--- config.mk ---
export PLATFORM = sky130hd
export DESIGN_NAME = pulse_arbiter
export DESIGN_NICKNAME = d
export VERILOG_FILES = /design/src/rtl/pulse_arbiter.sv
export SDC_FILE = /design/constraint.sdc
export NUM_CORES = 1
export LEC_CHECK = 0
export CORE_ASPECT_RATIO = 0.8
export CORE_MARGIN = 4
export CORE_UTILIZATION = 35
export DETAILED_ROUTE_END_ITERATION = 12
export SYNTH_ARGS = -nofsm -noshare
export SYNTH_HDL_FRONTEND = slang
export SYNTH_SLANG_ARGS = --single-unit
--- constraint.sdc ---
create_clock -name clk -period 4.6 [get_ports clk]
set_clock_uncertainty 0.15 [all_clocks]
set_input_delay 0.69 -clock clk [delete_from_list [all_inputs] [get_ports clk]]
set_output_delay 0.69 -clock clk [all_outputs]
set_load 0.01 [all_outputs]
--- src/rtl/pulse_arbiter.sv ---
// pulse_arbiter: round-robin arbiter that shares one timed output pulse
// among NUM_REQ requesters. Each requester queues at most one request
// (a rising edge on its req_in bit); extra edges while queued are flagged
// as sticky overruns. Every pulse lasts PULSE_CYC cycles and is followed by
// GAP_CYC low cycles plus one IDLE cycle before the next grant.
module pulse_arbiter #(
  parameter int CLK_HZ            = 27000000,
  parameter int NUM_REQ           = 4,
  parameter int PULSE_DURATION_MS = 1,
  parameter int GAP_MS            = 1
) (
  input  logic                       clk,
  input  logic                       rst,
  input  logic [NUM_REQ-1:0]         req_in,
  output logic                       pulse_out,
  output logic [$clog2(NUM_REQ)-1:0] pulse_id,
  output logic                       busy,
  output logic [NUM_REQ-1:0]         pending,
  output logic [NUM_REQ-1:0]         overrun
);

  localparam int              IDW       = $clog2(NUM_REQ);
  localparam logic [31:0]     PULSE_CYC = 32'(PULSE_DURATION_MS * (CLK_HZ / 1000));
  localparam logic [31:0]     GAP_CYC   = 32'(GAP_MS * (CLK_HZ / 1000));
  localparam logic [IDW:0]    NUM_REQ_W = (IDW + 1)'(NUM_REQ);
  localparam logic [IDW-1:0]  LAST_RST  = IDW'(NUM_REQ - 1);

  localparam logic [1:0] S_IDLE  = 2'd0;
  localparam logic [1:0] S_PULSE = 2'd1;
  localparam logic [1:0] S_GAP   = 2'd2;

  logic [1:0]         state_q, state_d;
  logic [31:0]        cnt_q, cnt_d;
  logic               pulse_q, pulse_d;
  logic               busy_q, busy_d;
  logic [IDW-1:0]     id_q, id_d;
  logic [IDW-1:0]     last_q, last_d;
  logic [NUM_REQ-1:0] req_q;
  logic [NUM_REQ-1:0] pending_q, pending_d;
  logic [NUM_REQ-1:0] overrun_q, overrun_d;

  logic [NUM_REQ-1:0] edge_s;
  logic [NUM_REQ-1:0] grant_vec_s;
  logic               grant_found_s;
  logic               grant_s;
  logic [IDW-1:0]     grant_idx_s;
  logic [IDW:0]       scan_sum_s;

  // Rising edge of each request level against last cycle's sample.
  assign edge_s  = req_in & ~req_q;
  assign grant_s = (state_q == S_IDLE) && grant_found_s;

  // Round-robin scan: first pending index upward from last_grant+1, wrapping.
  always_comb begin
    grant_found_s = 1'b0;
    grant_idx_s   = '0;
    scan_sum_s    = '0;
    for (int k = 1; k <= NUM_REQ; k++) begin
      scan_sum_s = {1'b0, last_q} + (IDW + 1)'(k);
      if (scan_sum_s >= NUM_REQ_W) begin
        scan_sum_s = scan_sum_s - NUM_REQ_W;
      end else begin
        scan_sum_s = scan_sum_s;
      end
      if (!grant_found_s && pending_q[scan_sum_s[IDW-1:0]]) begin
        grant_found_s = 1'b1;
        grant_idx_s   = scan_sum_s[IDW-1:0];
      end else begin
        grant_found_s = grant_found_s;
      end
    end
  end

  // One-hot of the requester being granted this cycle (empty when no grant).
  always_comb begin
    grant_vec_s = '0;
    if (grant_s) begin
      grant_vec_s[grant_idx_s] = 1'b1;
    end else begin
      grant_vec_s = '0;
    end
  end

  // Request queue: an edge always leaves the bit set; a second edge on a
  // still-queued, non-granted bit is recorded as a sticky overrun.
  always_comb begin
    pending_d = (pending_q & ~grant_vec_s) | edge_s;
    overrun_d = overrun_q | (edge_s & pending_q & ~grant_vec_s);
  end

  // Pulse sequencer: IDLE -> PULSE (PULSE_CYC cycles) -> GAP (GAP_CYC cycles).
  always_comb begin
    state_d = state_q;
    cnt_d   = cnt_q;
    pulse_d = pulse_q;
    id_d    = id_q;
    last_d  = last_q;
    case (state_q)
      S_IDLE: begin
        if (grant_s) begin
          id_d    = grant_idx_s;
          last_d  = grant_idx_s;
          pulse_d = 1'b1;
          cnt_d   = 32'd0;
          state_d = S_PULSE;
        end else begin
          pulse_d = 1'b0;
          cnt_d   = 32'd0;
        end
      end
      S_PULSE: begin
        if (cnt_q >= PULSE_CYC - 32'd1) begin
          pulse_d = 1'b0;
          cnt_d   = 32'd0;
          if (GAP_CYC == 32'd0) begin
            state_d = S_IDLE;
          end else begin
            state_d = S_GAP;
          end
        end else begin
          cnt_d = cnt_q + 32'd1;
        end
      end
      S_GAP: begin
        if (cnt_q >= GAP_CYC - 32'd1) begin
          cnt_d   = 32'd0;
          state_d = S_IDLE;
        end else begin
          cnt_d = cnt_q + 32'd1;
        end
      end
      default: begin
        state_d = S_IDLE;
        cnt_d   = 32'd0;
        pulse_d = 1'b0;
      end
    endcase
    busy_d = (state_d != S_IDLE);
  end

  // State registers; reset drops the pulse immediately with no gap.
  always_ff @(posedge clk or posedge rst) begin
    if (rst) begin
      state_q   <= S_IDLE;
      cnt_q     <= 32'd0;
      pulse_q   <= 1'b0;
      busy_q    <= 1'b0;
      id_q      <= '0;
      last_q    <= LAST_RST;
      req_q     <= '0;
      pending_q <= '0;
      overrun_q <= '0;
    end else begin
      state_q   <= state_d;
      cnt_q     <= cnt_d;
      pulse_q   <= pulse_d;
      busy_q    <= busy_d;
      id_q      <= id_d;
      last_q    <= last_d;
      req_q     <= req_in;
      pending_q <= pending_d;
      overrun_q <= overrun_d;
    end
  end

  assign pulse_out = pulse_q;
  assign pulse_id  = id_q;
  assign busy      = busy_q;
  assign pending   = pending_q;
  assign overrun   = overrun_q;

endmodule

== Word level (Yosys, flattened, before mapping) ==
Cells that the tools add are included.
Widths: inputs -> output; s select.

* Output and inout bits: 12
* Bits in registers: 52
* Input port bits: 6

* Multiplexer cells: 32
* Add/subtract/negate cells: 9
* Reductions and logical operators: 13
* Bitwise operators: 9
* Eq/ne operators: 3
* Order comparisons: 11

{| class="wikitable"
|+ Operators by type and width
! kind !! count
|-
| $mux 32 || 2
|-
| $add 32x1->32 const B || 1
|-
| $ge 32x15->1 const B || 1
|-
| $mux 2 || 11
|-
| $and 4x4->4 || 4
|-
| $lt 2x3->1 const B || 5
|-
| $ge 3x3->1 const B || 4
|-
| $mux 1 || 11
|-
| $bmux 1 s2 || 4
|-
| $not 4->4 || 2
|-
| $or 4x4->4 || 2
|-
| $sub 2x1->2 const B || 4
|-
| $add 2x2->3 const B || 2
|-
| $pmux 2 s3 || 1
|-
| $logic_and 1x1->1 || 5
|-
| $mux 4 || 1
|-
| $reduce_and 2->1 || 2
|-
| $add 2x1->3 const B || 1
|-
| $add 2x3->3 const B || 1
|-
| $logic_not 1->1 || 3
|-
| $pmux 1 s3 || 1
|-
| $demux 1 s2 || 1
|-
| $eq 2x1->1 const B || 1
|-
| $eq 2x2->1 const B || 1
|-
| 6 further kinds || 6
|}

== Longest topological paths before layout ==
Gate-level depths: netlist of the first run.

* Word-level depth: 23
* Mapped depth: 7

== Least setup slack after synthesis of the first run ==
OpenSTA, ideal clock, no wires.

* Path kind: reg-to-reg
* Start: register state_q[1]
* End: register pending_q[0] (netlist: pending[0])
* Required time: 4.326 ns
* Setup time: 0.124 ns
* Path buffers: 0
* Cell stages (with the launch flop): 7
* Arrival: 1.593 ns
* Path slack: 2.733 ns
* Clock period less this slack: 1.867 ns
* Cells stage by stage: dfrtp_1 -> inv_1 -> ha_1 -> nor2b_1 -> nand3_1 -> o21a_1 -> or2_1

* Longest elaborated chain between the ends: 6

{| class="wikitable"
|+ RTL lines
! element !! RTL line !! source
|-
| start, declared || 32 || <nowiki>logic [1:0] state_q, state_d;</nowiki>
|-
| start signal, assigned || 154 || <nowiki>state_q <= state_d;</nowiki>
|-
| $logic_not 2->1 || 51 || <nowiki>assign grant_s = (state_q == S_IDLE) && grant_found_s;</nowiki>
|-
| $logic_and 1x1->1 || 51 ||
|-
| $mux 4 || 77 || <nowiki>if (grant_s) begin</nowiki>
|-
| $not 4->4 || 87 || <nowiki>pending_d = (pending_q & ~grant_vec_s) | edge_s;</nowiki>
|-
| $and 4x4->4 || 87 ||
|-
| $or 4x4->4 || 87 ||
|-
| via pending_d[0] || 39 || <nowiki>logic [NUM_REQ-1:0] pending_q, pending_d;</nowiki>
|-
| end signal, assigned || 161 || <nowiki>pending_q <= pending_d;</nowiki>
|-
| end, declared || 39 ||
|}

The timed path passes the listed nets, and every way through them passes these cells.
A chain may end at the register's enable or synchronous reset.

== Final worst setup path of the first run ==
* Start: register pending_q[2] (netlist: pending[2])
* End: output port pending[2]

{| class="wikitable"
|+ RTL lines
! element !! RTL line !! source
|-
| end, declared || 18 || <nowiki>output logic [NUM_REQ-1:0] pending,</nowiki>
|}

No word-level cell between the ends.

==> results.py, run 1 <==
metrics = {
    "die": {
        "fp.dieH_um": 77.0,
        "ios": 18,
        "fp.dieW_um": 94.2,
        "dieArea_um2": 7250,
        "std_cell_rows": 24,
        "coreArea_um2": 5620,
        "initial_utilization_pct": 37.1,
    },
    "synth": {
        "yosysSeqAreaShare_pct": 62.6,
        "synth_seq_cells": 52,
        "synth-adder-area-share_pct": 3.00,
        "yosys.area_share.simple_pct": 16.6,
        "synth_area_per_cell_um2": 12.1,
        "synth_edf_count": 0,
        "netlist_area_um2": 2080,
        "yosys_warnings": 0,
        "synth_top_family_by_area": "simple AND/OR/NAND/NOR gates",
        "ys.flop_type": "dfrtp_1",
        "muxShareOfSynthArea_pct": 1.20,
        "syn_inst": 172,
        "synthXorXnorAreaFrac_pct": 5.47,
        "synth_compound_area_share_pct": 9.68,
        "ys_async_sr_fraction_pct": 100,
        "synth_cell_type_count": 41,
    },
    "finish": {
        "drive_gt1_share_pct": 8.02,
        "layout_common_cells": "50 x dfrtp_1, 23 x nor2_1, 17 x conb_1, 17 x clkdlybuf4s50_1",
        "synthToLayoutAreaGrowth_pct": 19.6,
        "final_util_pct": 44.3,
        "final_common_cell": "dfrtp_1",
        "final_nets": 222,
        "multi_input_area_um2": 812,
        "regArea_um2": 1300,
        "fillerInstances": 538,
        "antenna_cells": 0,
        "final_area_um2": 2490,
    },
    "clock_network": {
        "numCtsBuffers": 5,
        "cts_htree_levels": 2,
        "cts_tree": "done",
        "clk_latency_ns": 0.30,
        "clkSinkCount": 52,
        "clk_pin_slew_ns": 0.09,
        "clock_tree.root_cell": "clkbuf_8",
        "cts_resized": 0,
        "clock_tree.buffer_depth": 2,
        "cts_hold_buf": 0,
        "post-cts-setup-buffers": 0,
    },
    "detailed_routing": {
        "avgRoutedWirePerCell_um": 11.6,
        "drtIter0Drc": 78,
        "drc_errors": 0,
        "first_pass_iters": 4,
        "wl_um": 3360,
        "via_count": 1284,
        "ant_nets": 0,
        "viasPerCell": 4.43,
    },
    "setup_path": {
        "max_stage_delay_ns": 0.58,
        "reg2reg_to": "pending[0]$_DFF_PP0_",
        "critPathLaunchType": "flip-flop",
        "endpoint": "pending[2]",
        "reg2reg_slack_ns": 2.45,
        "crit_family": "buffers and inverters",
        "startpoint": "pending[2]$_DFF_PP0_",
        "worstReg2RegStart": "state_q[1]$_DFF_PP0_",
        "required_ns": 3.76,
        "critPathKind": "reg -> out",
        "end_kind": "output pin",
        "slowest_stage": "clkdlybuf4s50_1",
        "cp_data_arrival_time_ns": 1.36,
        "crit_fanout": 7,
        "reg2reg_depth": 6,
        "crit_buf_inv": 1,
        "cp.depth": 1,
        "path_cells": "clkdlybuf4s50_1",
    },
    "job": {
        "cap_viol_max_count": 0,
    },
    "power_and_ir_drop": {
        "cellLeakagePower_nw": 1.06,
        "vdd_drop_max_mv": 0.230,
        "power_density_nw_per_um2": 394,
    },
    "global_routing": {
        "grt-ovfl-total": 0,
        "grt_max_degree": 53,
        "grt_pass1_vias": 1264,
        "grt_first_pass_wirelength_um": 5980,
        "antenna_found_initial": 0,
        "grt_use_total_pct": 10.4,
    },
    "timing": {
        "final-setup-viol-count": 0,
        "worst_pin_slew_ns": 1.03,
        "slew_headroom_pct": 31.2,
        "fin_crit_ns": 2.20,
        "max_freq_mhz": 454,
        "fin_tns_setup_ns": 0,
        "finalHoldViolCount": 0,
        "maxSlewViolCount": 0,
        "fin_crit_sh_pct": 47.8,
        "rsz0062_at_grt": "no",
    },
    "status": {
        "status": "completed",
    },
    "worst_hold_path": {
        "hold_path_class": "reg -> reg",
    },
    "place": {
        "place_congestion": 0.751,
        "dpl-instance-area_um2": 2400,
        "portBuffers": 17,
        "dp_hpwl_um": 2370,
    },
}
## metrics by stage
stage	hold WS (ns)	total power [W]	setup WS, ns	instances
after detailed placement	0.301	0.000732	2.42	282
after CTS	0.323	0.000995	2.38	290
after global placement	0.297	0.000730	2.42	282
after global routing	0.349	0.00104	2.29	290
after floorplan	0.293	0.000649	2.51	188
final	0.322	0.000980	2.40	290
## logic make-up (layout without fill, tap and decap cells)
logic type	Yosys count	after routing
DFF	52	52
xor gates and xnor gates	13	13
adders and majority gates	5	5
and+or+nand+nor	69	69
other	1	17
AOI/OAI and AO/OA	25	25
buffers and inverters	5	29
muxes	2	2
## state kept, by name (all words and copies together) (netlist names)
signal / cells
busy: 1
cnt_q: 32
last_q: 2
overrun: 4
pending: 4
pulse_id: 2
pulse_out: 1
req_q: 4
state_q: 2
## worst min-delay path by stage
stage,from,end,depth (start not counted)
final,overrun[0]$_DFF_PP0_,overrun[0]$_DFF_PP0_,1
after global routing,overrun[2]$_DFF_PP0_,overrun[2]$_DFF_PP0_,1
after CTS,overrun[0]$_DFF_PP0_,overrun[0]$_DFF_PP0_,1
after detailed placement,overrun[0]$_DFF_PP0_,overrun[0]$_DFF_PP0_,1
after global placement,overrun[0]$_DFF_PP0_,overrun[0]$_DFF_PP0_,1
after floorplan,cnt_q[0]$_DFF_PP0_,cnt_q[0]$_DFF_PP0_,1
## cell usage after synthesis, types with 4 or more instances
cell	instances	area (um2)
a21o_1	5	37.5
nand2b_1	4	25.0
nor4_1	4	25.0
nor3_1	4	20.0
nand2_1	8	30.0
nand3_1	9	45.0
dfrtp_1	50	1250
xor2_1	9	78.8
nor2_1	23	86.3
inv_1	4	15.0
ha_1	5	62.6
xnor2_1	4	35.0
and3_1	4	25.0
## area by class of cell
cell class	instances	area share (%)
clock buffer	5	2.76
tap	78	3.92
clock inverter	3	0.905
inverter	4	0.603
sequential	52	52.4
timing repair buffer	17	6.83
multi-input combinational	131	32.6
## power breakdown
group | switching, W | total [W] | internal [W]
clock | 0.000148 | 0.000258 | 0.000109
sequential | 0.0000479 | 0.000553 | 0.000505
combinational | 0.0000791 | 0.000170 | 0.0000904
total | 0.000275 | 0.000980 | 0.000704
## metal layers
metal | up-vias | global-route usage (%) | wire [um]
met5 | - | 0 | 0
met4 | 0 | 3.90 | 38
met3 | 4 | 2.74 | 144
met2 | 27 | 14.0 | 1340
met1 | 598 | 15.9 | 1840
li1 | 655 | - | -
Note: power is estimated with default switching activity, not from simulation.
==> run 2: changes to the inputs <==
==> constraint.sdc (replaced) <==
create_clock -name clk -period 2.15 [get_ports clk]
set_clock_uncertainty 0.15 [all_clocks]
set_input_delay 0.3225 -clock clk [delete_from_list [all_inputs] [get_ports clk]]
set_output_delay 0.3225 -clock clk [all_outputs]
set_load 0.01 [all_outputs]
==> results.py, run 2 (synthesis results as in run 1) <==
metrics = {
    "clock_network": {
        "clk_latency_ns": 0.29,
        "cts_tree": "done",
        "cts_htree_levels": 2,
        "clkSinkCount": 52,
        "clk_pin_slew_ns": 0.09,
        "clock_tree.root_cell": "clkbuf_8",
        "clock_tree.buffer_depth": 2,
        "numCtsBuffers": 5,
    },
    "die": {
        "dieArea_um2": 7250,
        "coreArea_um2": 5620,
        "std_cell_rows": 24,
        "initial_utilization_pct": 37.1,
        "ios": 18,
        "fp.dieH_um": 77.0,
        "fp.dieW_um": 94.2,
    },
    "timing": {
        "rsz0062_at_grt": "no",
        "fin_crit_ns": 1.97,
        "setup_ws_ns": 0.179,
        "maxSlewViolCount": 0,
        "finalHoldViolCount": 0,
        "fin_tns_setup_ns": 0,
        "max_freq_mhz": 507,
        "fin_crit_sh_pct": 91.7,
        "final-setup-viol-count": 0,
    },
    "place": {
        "place_inst": 287,
        "dp_slack_ns": 0.189,
        "place_congestion": 0.817,
        "dpl-instance-area_um2": 2450,
        "dp_hpwl_um": 2470,
        "portBuffers": 17,
    },
    "finish": {
        "multi_input_area_um2": 818,
        "layout_common_cells": "50 x dfrtp_1, 23 x nor2_1, 17 x conb_1, 17 x clkdlybuf4s50_1",
        "antenna_cells": 0,
        "regArea_um2": 1300,
        "final_area_um2": 2540,
        "layout.cells.non_filler": 295,
        "largest_register_ff_count": 32,
        "synthToLayoutAreaGrowth_pct": 22.0,
        "final_nets": 227,
        "fillerInstances": 522,
        "regMostFlops": "cnt_q",
        "final_common_cell": "dfrtp_1",
        "drive_gt1_share_pct": 9.68,
    },
    "setup_path": {
        "critPathLaunchType": "flip-flop",
        "crit_fanout": 6,
        "path_cells": "ha_1, a21oi_1, o21ai_1, a211oi_4, a21oi_2, mux2_4",
        "slowest_stage": "dfrtp_1",
        "cp.depth": 6,
        "crit_buf_inv": 0,
        "end_kind": "flip-flop",
        "cp_data_arrival_time_ns": 2.01,
        "reg2reg_depth": 6,
        "critPathKind": "reg -> reg",
        "max_stage_delay_ns": 0.41,
        "crit_family": "compound AO/OA/AOI/OAI gates",
        "required_ns": 2.19,
    },
    "detailed_routing": {
        "first_pass_iters": 4,
        "drtIter0Drc": 58,
        "ant_nets": 0,
        "viasPerCell": 4.40,
        "wl_um": 3440,
        "avgRoutedWirePerCell_um": 11.6,
        "drc_errors": 0,
        "via_count": 1297,
    },
    "power_and_ir_drop": {
        "power_density_nw_per_um2": 830,
        "vdd_drop_max_mv": 0.436,
        "cellLeakagePower_nw": 1.08,
    },
    "global_routing": {
        "grt_max_degree": 53,
        "grt-ovfl-total": 0,
        "grt_first_pass_wirelength_um": 6020,
        "grt_pass1_vias": 1239,
        "antenna_found_initial": 0,
        "grt_use_total_pct": 10.5,
    },
    "job": {
        "cap_viol_max_count": 0,
    },
    "status": {
        "status": "completed",
    },
    "worst_hold_path": {
        "hold_path_class": "in -> async",
    },
}
## run 2: metal layers
metal / vias up / share of wire [%] / GRT usage (%)
met5: - / 0 / 0
met4: 0 / 1.0 / 3.46
met3: 2 / 3.5 / 2.94
met2: 22 / 39 / 12.5
met1: 603 / 57 / 17.5
li1: 670 / - / -
## run 2: what timing repair did
item	in CTS	in global routing
gates resized for setup	0	1
buffers inserted	0	0
hold buffers	0	0
setup endpoints to repair	0	1
## run 2: final cells by class
class                           instances  share of cell area (%)
Clock inverter                          1                   0.345
Sequential cell                        52                    51.3
Tap cell                               78                    3.84
Timing Repair Buffer                   22                    8.67
Multi-Input combinational cell        131                    32.2
Inverter                                4                   0.591
Clock buffer                            7                    3.00
## run 2: final timing paths
check	startpoint	to	slack (ns)
max reg2reg	cnt_q[0]$_DFF_PP0_	pulse_out$_DFFE_PP0P_	0.18
max in group asynchronous	rst	last_q[1]$_DFFE_PP1P_	1.34
min reg2reg	overrun[0]$_DFF_PP0_	overrun[0]$_DFF_PP0_	0.32
min	rst	pending[0]$_DFF_PP0_	0.22
min in group clk	overrun[0]$_DFF_PP0_	overrun[0]$_DFF_PP0_	0.32
max	cnt_q[0]$_DFF_PP0_	pulse_out$_DFFE_PP0P_	0.18
## run 2: stage by stage
| step | hold WS, ns | power (W) | utilization [%] |
|---|---|---|---|
| 3_3_place_gp | 0.294 | 0.00160 | 43.6 |
| 5_1_grt | 0.256 | 0.00223 | 45.2 |
| 4_1_cts | 0.239 | 0.00213 | 45.1 |
| 6_report | 0.221 | 0.00211 | 45.2 |
| 2_1_floorplan | 0.204 | 0.00139 | - |
| 3_5_place_dp | 0.310 | 0.00159 | 43.6 |
## run 2: worst register-to-register path, stage by stage, from the launching register on
cell and delay, ns:
dfrtp_1 0.41, ha_1 0.25, a21oi_1 0.15, o21ai_1 0.12, a211oi_4 0.37, a21oi_2 0.11, mux2_4 0.30
## run 2: report_power, final
part           switching, W  internal (W)  total, W
logic              0.000195      0.000217  0.000412
registers         0.0000849       0.00108   0.00117
clock network      0.000299      0.000233  0.000532
total              0.000579       0.00153   0.00211
==> run 3: changes to the inputs <==
--- a/config.mk
+++ b/config.mk
@@ -7,7 +7,7 @@
 export LEC_CHECK = 0
 export CORE_ASPECT_RATIO = 0.8
 export CORE_MARGIN = 4
-export CORE_UTILIZATION = 35
+export CORE_UTILIZATION = 40
 export DETAILED_ROUTE_END_ITERATION = 12
 export SYNTH_ARGS = -nofsm -noshare
 export SYNTH_HDL_FRONTEND = slang
==> results.py, run 3 (synthesis results as in run 1) <==
metrics = {
    "timing": {
        "final-setup-viol-count": 0,
        "max_freq_mhz": 490,
        "fin_tns_setup_ns": 0,
        "slew_headroom_pct": 65.8,
        "worst_pin_slew_ns": 0.508,
        "fin_crit_ns": 2.04,
        "rsz0062_at_grt": "no",
        "maxSlewViolCount": 0,
        "finalHoldViolCount": 0,
        "fin_crit_sh_pct": 95.0,
    },
    "setup_path": {
        "slowest_stage": "nor4_1",
        "crit_fanout": 6,
        "max_stage_delay_ns": 0.52,
        "required_ns": 2.19,
        "path_cells": "nor4_1, nor2b_1, buf_4, o221a_2, o21bai_1",
        "cp_data_arrival_time_ns": 2.08,
        "worstReg2RegStart": "pending[1]$_DFF_PP0_",
        "reg2reg_to": "busy$_DFF_PP0_",
        "reg2reg_slack_ns": 0.11,
        "end_kind": "flip-flop",
        "critPathLaunchType": "flip-flop",
        "critPathKind": "reg -> reg",
        "reg2reg_depth": 5,
    },
    "power_and_ir_drop": {
        "seqPwrFrac_pct": 53.4,
        "comb_power_share_pct": 17.1,
        "switching_share_pct": 26.8,
        "finalPower_w": 0.00222,
        "cellInternalPower_w": 0.00162,
        "clock_power_share_pct": 29.5,
        "switching_power_w": 0.000595,
        "vdd_drop_max_mv": 0.460,
        "cellLeakagePower_nw": 1.09,
        "power_density_nw_per_um2": 876,
    },
    "global_routing": {
        "grt_use_total_pct": 13.5,
        "grt-ovfl-total": 0,
        "grt_pass1_vias": 1391,
        "grt_first_pass_wirelength_um": 6520,
        "grt_max_degree": 32,
        "antenna_found_initial": 0,
    },
    "finish": {
        "largest_register_ff_count": 32,
        "regMostFlops": "cnt_q",
        "drive_gt1_share_pct": 9.72,
        "final_nets": 226,
        "layout_common_cells": "50 x dfrtp_1, 23 x nor2_1, 17 x conb_1, 17 x clkdlybuf4s50_1",
        "final_common_cell": "dfrtp_1",
        "fillerInstances": 437,
        "synthToLayoutAreaGrowth_pct": 21.6,
        "layout.cells.non_filler": 278,
        "antenna_cells": 0,
    },
    "detailed_routing": {
        "first_pass_iters": 4,
        "via_count": 1371,
        "drc_errors": 0,
        "drtIter0Drc": 30,
        "avgRoutedWirePerCell_um": 13.4,
        "wl_um": 3730,
        "viasPerCell": 4.93,
        "ant_nets": 0,
    },
    "place": {
        "place_inst": 270,
        "portBuffers": 17,
        "place_congestion": 0.859,
        "dp_hpwl_um": 2790,
    },
    "clock_network": {
        "cts_resized": 0,
        "clkSinkCount": 52,
        "clk_pin_slew_ns": 0.09,
        "clock_tree.buffer_depth": 2,
        "post-cts-setup-buffers": 0,
        "cts_htree_levels": 2,
        "numCtsBuffers": 5,
        "clock_tree.root_cell": "clkbuf_8",
        "clk_latency_ns": 0.30,
        "cts_hold_buf": 0,
        "cts_tree": "done",
    },
    "status": {
        "status": "completed",
    },
    "die": {
        "coreArea_um2": 5040,
        "fp.dieH_um": 72.5,
        "ios": 18,
        "initial_utilization_pct": 41.3,
        "std_cell_rows": 23,
        "fp.dieW_um": 88.7,
        "dieArea_um2": 6430,
    },
    "worst_hold_path": {
        "hold_path_class": "in -> async",
    },
    "job": {
        "cap_viol_max_count": 0,
    },
}
## run 3: worst max-delay path, delay by kind of cell, from the launching register on
kind,cells,cell delay (ns)
compound gates,2,0.43
buf+inv,1,0.19
flops,1,0.45
simple gates,2,0.71
## run 3: final cells by class
type | count | area [um2] | share of cell area [%]
well taps | 62 | 77.6 | 3.06
clock inverters | 3 | 42.5 | 1.68
flip-flops and latches | 52 | 1300 | 51.5
multi-input cells | 131 | 812 | 32.1
clock buffers | 5 | 68.8 | 2.72
repair buffers | 21 | 213 | 8.40
inverters | 4 | 15.0 | 0.593
## run 3: per-layer routing
| layer | global-route usage (%) | share of wire, % | wire [um] | vias up |
|---|---|---|---|---|
| met5 | 0 | 0 | 0 | - |
| met4 | 5.70 | 2.0 | 75 | 0 |
| met3 | 3.97 | 4.5 | 168 | 8 |
| met2 | 20.9 | 47 | 1760 | 36 |
| met1 | 17.7 | 46 | 1720 | 669 |
| li1 | - | - | - | 658 |
## run 3: metrics by stage
step / setup WS (ns) / cell area (um2) / hold slack, ns / utilization [%]
floorplan: 0.283 / 2140 / 0.204 / -
global placement: 0.209 / 2420 / 0.288 / 48.1
detailed placement: 0.164 / 2420 / 0.294 / 48.1
CTS: 0.142 / 2530 / 0.203 / 50.3
global route: 0.0328 / 2530 / 0.234 / 50.3
finish: 0.107 / 2530 / 0.198 / 50.3
## run 3: power groups by stage
stage          Sequential (W)  Combinational (W)  Clock [W]
4_1_cts               0.00118           0.000384   0.000683
6_report              0.00118           0.000379   0.000654
2_1_floorplan         0.00120           0.000191          0
3_3_place_gp          0.00119           0.000369          0
3_5_place_dp          0.00120           0.000382          0
5_1_grt               0.00119           0.000419   0.000720
## run 3: how the worst max path moves through the flow
stage                                 to            startpoint  cells past startpoint  slack [ns]
floorplan           pending[0]$_DFF_PP0_  state_q[1]$_DFF_PP0_                      6        0.28
global placement          busy$_DFF_PP0_  pending[1]$_DFF_PP0_                      5        0.21
detailed placement        busy$_DFF_PP0_  pending[1]$_DFF_PP0_                      5        0.16
CTS                       busy$_DFF_PP0_  pending[1]$_DFF_PP0_                      5        0.14
global route              busy$_DFF_PP0_  pending[1]$_DFF_PP0_                      5        0.03
finish                    busy$_DFF_PP0_  pending[1]$_DFF_PP0_                      5        0.11
